===== src/rtl/instr_enc_pkg.sv =====
// Shared types for the instruction encoder/loader: symbolic ops, RV32I field constants,
// loader error codes and loader states.
package instr_enc_pkg;

   typedef enum logic [3:0] {
      OP_ADD  = 4'd0,
      OP_SUB  = 4'd1,
      OP_AND  = 4'd2,
      OP_OR   = 4'd3,
      OP_SLT  = 4'd4,
      OP_ADDI = 4'd5,
      OP_ANDI = 4'd6,
      OP_ORI  = 4'd7,
      OP_SLTI = 4'd8,
      OP_LW   = 4'd9,
      OP_SW   = 4'd10,
      OP_BEQ  = 4'd11,
      OP_JAL  = 4'd12
   } instr_op_e;

   localparam logic [6:0] OPC_R    = 7'b0110011;
   localparam logic [6:0] OPC_I    = 7'b0010011;
   localparam logic [6:0] OPC_LW   = 7'b0000011;
   localparam logic [6:0] OPC_SW   = 7'b0100011;
   localparam logic [6:0] OPC_BEQ  = 7'b1100011;
   localparam logic [6:0] OPC_JAL  = 7'b1101111;

   localparam logic [2:0] F3_ADD   = 3'b000;
   localparam logic [2:0] F3_SLT   = 3'b010;
   localparam logic [2:0] F3_OR    = 3'b110;
   localparam logic [2:0] F3_AND   = 3'b111;
   localparam logic [2:0] F3_WORD  = 3'b010;
   localparam logic [2:0] F3_BEQ   = 3'b000;

   localparam logic [6:0] F7_BASE  = 7'b0000000;
   localparam logic [6:0] F7_SUB   = 7'b0100000;

   typedef enum logic [1:0] {
      ERR_NONE = 2'b00,
      ERR_OP   = 2'b01,
      ERR_IMM  = 2'b10,
      ERR_OVF  = 2'b11
   } err_code_e;

   typedef enum logic [1:0] {
      S_IDLE,
      S_LOAD,
      S_DONE,
      S_ERROR
   } state_e;

endpackage


===== src/rtl/rv_instr_encoder.sv =====
// Combinational symbolic-instruction to RV32I word encoder with immediate range checks.
// Zero latency; no handshake, the loader decides when the result is consumed.
module rv_instr_encoder
   import instr_enc_pkg::*;
(
   input  logic [3:0]  i_Op,
   input  logic [4:0]  i_Rd,
   input  logic [4:0]  i_Rs1,
   input  logic [4:0]  i_Rs2,
   input  logic [31:0] i_Imm,
   output logic [31:0] o_Word,
   output logic        o_Legal,
   output err_code_e   o_ErrCode
);

   logic signed [31:0] w_Imm;
   logic               w_Fit12;
   logic               w_FitBeq;
   logic               w_FitJal;

   assign w_Imm    = $signed(i_Imm);
   assign w_Fit12  = (w_Imm >= -32'sd2048) && (w_Imm <= 32'sd2047);
   // Branch/jump offsets are in bytes but must be halfword aligned.
   assign w_FitBeq = (w_Imm >= -32'sd4096) && (w_Imm <= 32'sd4094) && !i_Imm[0];
   assign w_FitJal = (w_Imm >= -32'sd1048576) && (w_Imm <= 32'sd1048574) && !i_Imm[0];

   always_comb begin
      o_Word    = 32'h0;
      o_Legal   = 1'b1;
      o_ErrCode = ERR_NONE;
      case (i_Op)
         OP_ADD:  o_Word = {F7_BASE, i_Rs2, i_Rs1, F3_ADD, i_Rd, OPC_R};
         OP_SUB:  o_Word = {F7_SUB,  i_Rs2, i_Rs1, F3_ADD, i_Rd, OPC_R};
         OP_AND:  o_Word = {F7_BASE, i_Rs2, i_Rs1, F3_AND, i_Rd, OPC_R};
         OP_OR:   o_Word = {F7_BASE, i_Rs2, i_Rs1, F3_OR,  i_Rd, OPC_R};
         OP_SLT:  o_Word = {F7_BASE, i_Rs2, i_Rs1, F3_SLT, i_Rd, OPC_R};
         OP_ADDI: o_Word = {i_Imm[11:0], i_Rs1, F3_ADD, i_Rd, OPC_I};
         OP_ANDI: o_Word = {i_Imm[11:0], i_Rs1, F3_AND, i_Rd, OPC_I};
         OP_ORI:  o_Word = {i_Imm[11:0], i_Rs1, F3_OR,  i_Rd, OPC_I};
         OP_SLTI: o_Word = {i_Imm[11:0], i_Rs1, F3_SLT, i_Rd, OPC_I};
         OP_LW:   o_Word = {i_Imm[11:0], i_Rs1, F3_WORD, i_Rd, OPC_LW};
         OP_SW:   o_Word = {i_Imm[11:5], i_Rs2, i_Rs1, F3_WORD, i_Imm[4:0], OPC_SW};
         OP_BEQ:  o_Word = {i_Imm[12], i_Imm[10:5], i_Rs2, i_Rs1, F3_BEQ,
                            i_Imm[4:1], i_Imm[11], OPC_BEQ};
         OP_JAL:  o_Word = {i_Imm[20], i_Imm[10:1], i_Imm[11], i_Imm[19:12], i_Rd, OPC_JAL};
         default: begin
            o_Legal   = 1'b0;
            o_ErrCode = ERR_OP;
         end
      endcase

      if (o_Legal) begin
         if (((i_Op >= OP_ADDI) && (i_Op <= OP_SW) && !w_Fit12) ||
             ((i_Op == OP_BEQ) && !w_FitBeq) ||
             ((i_Op == OP_JAL) && !w_FitJal)) begin
            o_Word    = 32'h0;
            o_Legal   = 1'b0;
            o_ErrCode = ERR_IMM;
         end
      end
   end

endmodule


===== src/rtl/instr_encode_loader.sv =====
// Program loader: encodes one instruction per accepted handshake and writes it one cycle later.
// o_Ready drops outside LOAD and once memory is full; the core is held in reset until DONE.
module instr_encode_loader
   import instr_enc_pkg::*;
#(
   parameter int          DEPTH     = 64,
   parameter logic [31:0] BASE_ADDR = 32'h0
)
(
   input  logic        i_Clk,
   input  logic        i_Reset_n,
   input  logic        i_Start,
   input  logic        i_Valid,
   output logic        o_Ready,
   input  logic [3:0]  i_Op,
   input  logic [4:0]  i_Rd,
   input  logic [4:0]  i_Rs1,
   input  logic [4:0]  i_Rs2,
   input  logic [31:0] i_Imm,
   input  logic        i_Last,
   output logic        o_IMemWE,
   output logic [31:0] o_IMemAddr,
   output logic [31:0] o_IMemWData,
   output logic        o_CoreReset_n,
   output logic        o_Done,
   output logic        o_Error,
   output logic [1:0]  o_ErrCode
);

   localparam int CW = $clog2(DEPTH) + 1;

   state_e        r_State;
   state_e        w_NextState;
   logic [CW-1:0] r_Count;
   logic          r_WE;
   logic [31:0]   r_Addr;
   logic [31:0]   r_WData;
   logic          r_Done;
   logic          r_Error;
   err_code_e     r_ErrCode;

   logic [31:0]   w_Word;
   logic          w_Legal;
   err_code_e     w_EncErr;
   logic          w_Xfer;
   logic          w_Full;

   rv_instr_encoder u_encoder (
      .i_Op      (i_Op),
      .i_Rd      (i_Rd),
      .i_Rs1     (i_Rs1),
      .i_Rs2     (i_Rs2),
      .i_Imm     (i_Imm),
      .o_Word    (w_Word),
      .o_Legal   (w_Legal),
      .o_ErrCode (w_EncErr)
   );

   assign o_Ready = (r_State == S_LOAD) && (r_Count < CW'(DEPTH));
   assign w_Xfer  = i_Valid & o_Ready;
   // The word being accepted now occupies the last memory slot.
   assign w_Full  = (r_Count == CW'(DEPTH - 1));

   always_ff @(posedge i_Clk) begin
      if (!i_Reset_n) r_State <= S_IDLE;
      else            r_State <= w_NextState;
   end

   always_comb begin
      w_NextState = r_State;
      case (r_State)
         S_LOAD: begin
            if (w_Xfer) begin
               if (!w_Legal)    w_NextState = S_ERROR;
               else if (i_Last) w_NextState = S_DONE;
               else if (w_Full) w_NextState = S_ERROR;
            end
         end
         default: if (i_Start) w_NextState = S_LOAD;
      endcase
   end

   always_ff @(posedge i_Clk) begin
      if (!i_Reset_n) begin
         r_Count   <= '0;
         r_WE      <= 1'b0;
         r_Addr    <= BASE_ADDR;
         r_WData   <= 32'h0;
         r_Done    <= 1'b0;
         r_Error   <= 1'b0;
         r_ErrCode <= ERR_NONE;
      end else begin
         r_WE   <= 1'b0;
         // Done lags DONE entry by a cycle so the final write lands before the core runs.
         r_Done <= (r_State == S_DONE) && (w_NextState == S_DONE);
         if ((r_State != S_LOAD) && i_Start) begin
            r_Count   <= '0;
            r_Error   <= 1'b0;
            r_ErrCode <= ERR_NONE;
         end else if (w_Xfer) begin
            if (w_Legal) begin
               r_WE    <= 1'b1;
               r_Addr  <= BASE_ADDR + (32'(r_Count) << 2);
               r_WData <= w_Word;
               r_Count <= r_Count + 1'b1;
               if (!i_Last && w_Full) begin
                  r_Error   <= 1'b1;
                  r_ErrCode <= ERR_OVF;
               end
            end else begin
               r_Error   <= 1'b1;
               r_ErrCode <= w_EncErr;
            end
         end
      end
   end

   assign o_IMemWE      = r_WE;
   assign o_IMemAddr    = r_Addr;
   assign o_IMemWData   = r_WData;
   assign o_Done        = r_Done;
   assign o_CoreReset_n = r_Done;
   assign o_Error       = r_Error;
   assign o_ErrCode     = r_ErrCode;

endmodule


===== config.mk =====
export PLATFORM = sky130hd
export DESIGN_NAME = instr_encode_loader
export DESIGN_NICKNAME = d
export VERILOG_FILES = /design/src/rtl/instr_enc_pkg.sv /design/src/rtl/rv_instr_encoder.sv /design/src/rtl/instr_encode_loader.sv
export SDC_FILE = /design/constraint.sdc
export NUM_CORES = 1
export LEC_CHECK = 0
export ABC_AREA = 1
export CAP_MARGIN = 10
export CORE_MARGIN = 3
export CORE_UTILIZATION = 45
export DETAILED_ROUTE_END_ITERATION = 12
export PLACE_DENSITY = 0.84
export SYNTH_ARGS = -nofsm -noshare
export SYNTH_HDL_FRONTEND = slang
export SYNTH_SLANG_ARGS = --single-unit

===== constraint.sdc =====
create_clock -name i_Clk -period 2.8 [get_ports i_Clk]
set_input_delay 0.56 -clock i_Clk [delete_from_list [all_inputs] [get_ports i_Clk]]
set_output_delay 0.56 -clock i_Clk [all_outputs]
set_load 0.05 [all_outputs]

==> impl_results.md <==
- Peak Freq: 393 MHz
- Slowest stage delay, CP: 0.53 ns
- Core area: 6460 um^2
- Die W: 88.2 um
- PwrDens: 454 nW/um^2
- Worst reg-to-reg setup slack: 1.02 ns
- Power consumption: 1.89 mW
- DRT Pass-1 Iters: 5
- Max Clock Skew: 0.00477 ns
- Endpoint type of the worst setup path: flip-flop
- Worst path required time: 3.01 ns
- Place WS: -0.0187 ns
- Nets: 638
- Largest cells by area after synthesis: dfxtp_1, nor2_1, nand2_1, buf_4, o21ai_0
- Adder-Cell Fraction of Synth Area: 0.00412
- CP most frequent cell: nand2_1
- R2R cell count: 12
- Worst Hold Class: flip-flop to flip-flop
- Layout cells sized above 1: 0.0687
- Area Overhead vs Synth: 37.1%
- Crit path launch type: input pin
- Synth Register Bits: 51
- Setup CP Type: input pin to flip-flop
- VDD IR max: 0.000323 V
- CP Launch Point: i_Imm[2]
- Period minus WS final: 2.54 ns
- Yosys warns: 0
- Min-Delay Startpoint: o_Error
- Total Routing Usage GR: 0.217
- Vias per cell: 5.07
- Post-synthesis cell area: 3040 um^2
- Largest net degree at the start of global routing: 36
- Share of the yosys chip area belonging to registers: 0.336
- Final setup margin: 0.258 ns
- First-pass GRT wire length: 13500 um
- WL/cell: 13.0 um
- Most common cell in the synthesized netlist: nor2_1
- Initial core utilization: 0.471
- Unique cell type count in the Yosys netlist: 35
- Vias in the first global route: 3053
- Max Buffers Root-to-Sink: 2
- Post-DP HPWL: 6740 um
- Hold buffers post-CTS: 0
- IO Count: 127
- Clk sink count: 51
- DRC violation count after routing: 0
- Commonest cells in the netlist: nor2_1, nand2_1, dfxtp_1
- End of the worst register-to-register path: o_ErrCode[1]
- Setup bufs post-CTS: 0
- Number of synthesized flops with an enable pin: 0
- Final setup viols: 0
- Slowest stage cell, crit path: clkdlybuf4s50_1
- Post-Synth Simple-Gate Area: 0.371
- RSZ-0062 raised after global routing: no
- Async S/R FF share, synth: 0
- WHS: 0.459 ns
- Yosys top cell by area: dfxtp_1
- Reg clk slew, reported paths: 0.10 ns
- Worst Path Arrival: 2.75 ns
- Site Rows: 29
- CTS tree: built
- Die Span Y: 88.2 um
- Max-Cap Viols: 0
- Gpl congestion: 0.958
- Buffers added on ports: 101
- Antenna violations before repair: 0
- Synth top area share: 0.336
- Top_reg_cell synth: dfxtp_1
- Initial DRC Count: 297
- Post-Synth XOR/XNOR Area: 0.0115
- Fin Setup TNS: 0 ns
- Area after DPL: 4050 um^2
- Leak Pwr: 1.73 nW
- Main combinational cell family by area after synthesis: simple AND/OR/NAND/NOR gates
- Vias: 3338
- Clk root buf: clkbuf_8
- Mean Syn Cell Area: 6.37 um^2
- Cells after Synth: 477
- Post-CTS Resized: 0
- Max FO, Critical Path: 31
- Final non-filler cell area: 4170 um^2
- Worst path cell trace: clkdlybuf4s50_1 -> nand2_1 -> nor2_1 -> nand2_1 -> nor3_1 -> nand2_1 -> nand3_1 -> nand2_1 -> nand2_1 -> nand3_2 -> inv_4 -> nand3_4 -> inv_4 -> buf_12 -> nand2_1 -> nand2_1 -> nor2_1
- Final period utilization: 0.908
- Worst Setup EP: o_IMemWData[28]
- Critical R2R Launch: r_Count[0]
- Worst Tran Pin Value: 0.553 ns
- Mux cell area share after synthesis: 0
- Ant. Diodes: 0
- Htree depth: 2
- Slew Viols, Final: 0
- Status: complete, no violations
- Die ar.: 7780 um^2
- Synth Area in Compound Gates: 0.118
- Worst relative slew slack: 0.630
- Grt total ovfl: 0
- CTS Buf Count: 5
- Worst skew pair latency: 0.31 ns
- Hold violation total from the final report: 0
- Routed Antenna Nets: 0
- Aggregate routed wire length: 8570 um
==> registers in the layout (all words and copies together), names as in the netlist <==
name / count
o_CoreReset_n: 1
o_ErrCode: 2
o_Error: 1
o_IMemAddr: 7
o_IMemWData: 30
o_IMemWE: 1
r_Count: 7
r_State: 2
==> cells in the final DEF (no fill, tap or decap), types with 2 or more instances in the layout <==
master and n:
a21oi_1 13, a221oi_1 2, a22o_1 2, a32o_1 3, and2_1 2, buf_4 12, clkbuf_8 5, clkdlybuf4s50_1 101
clkinv_1 2, conb_1 25, dfxtp_1 51, inv_1 38, inv_2 4, inv_4 3, nand2_1 94, nand2_2 3
nand3_1 15, nand4_1 10, nor2_1 128, nor2_2 4, nor2_4 2, nor3_1 6, o21ai_0 35, o21ai_1 4
o22ai_1 2, xor2_1 4
==> cells by family (layout without fill, tap and decap cells) <==
| family | count (synthesis) | after routing |
|---|---|---|
| adder cells (fa/ha/maj) | 1 | 1 |
| buffers and inverters | 88 | 169 |
| flip-flops | 51 | 51 |
| XOR/XNOR | 4 | 4 |
| AO/OA/AOI/OAI | 63 | 63 |
| other | 1 | 25 |
| AND/OR/NAND/NOR | 269 | 269 |
==> worst max-delay path, delay by kind of cell <==
family,cells,cell delay [ns]
AND/OR/NAND/NOR,13,1.24
buffers and inverters,4,0.93
==> where the power goes <==
group / leakage [nW] / total [mW] / switching [mW] / internal [mW]
Combinational: 1.26 / 0.587 / 0.381 / 0.206
Sequential: 0.414 / 0.777 / 0.0190 / 0.758
Clock: 0.0587 / 0.527 / 0.256 / 0.271
==> final cells by class <==
type / count / area [um^2]
Multi-Input combinational cell: 362 / 1630
Clock inverter: 3 / 47.5
Fill cell: 559 / 2290
Tap cell: 77 / 96.3
Sequential cell: 51 / 1020
Inverter: 47 / 184
Clock buffer: 5 / 68.8
Timing Repair Buffer: 114 / 1120
==> per-stage QoR <==
step | util | instances
2_1_floorplan | - | 501
3_3_place_gp | 0.627 | 651
3_5_place_dp | 0.627 | 651
4_1_cts | 0.645 | 659
5_1_grt | 0.645 | 659
6_report | 0.645 | 659
==> metal layers <==
| layer | share of wire | track usage | wire length (um) |
|---|---|---|---|
| met1 | 0.41 | 0.274 | 3550 |
| met2 | 0.46 | 0.368 | 3960 |
| met3 | 0.10 | 0.0452 | 872 |
| met4 | 0.022 | 0.0687 | 186 |
| met5 | 0 | 0 | 0 |
==> how the worst min path moves through the flow <==
stage                    endpoint  slack (ns)  cells past startpoint
floorplan           o_CoreReset_n        0.42                      1
global placement    o_IMemAddr[8]        0.42                      2
detailed placement        o_Error        0.44                      2
CTS                       o_Error        0.46                      2
global route              o_Error        0.48                      2
finish                    o_Error        0.46                      2
No activity file was read; power rests on OpenSTA's default activity.
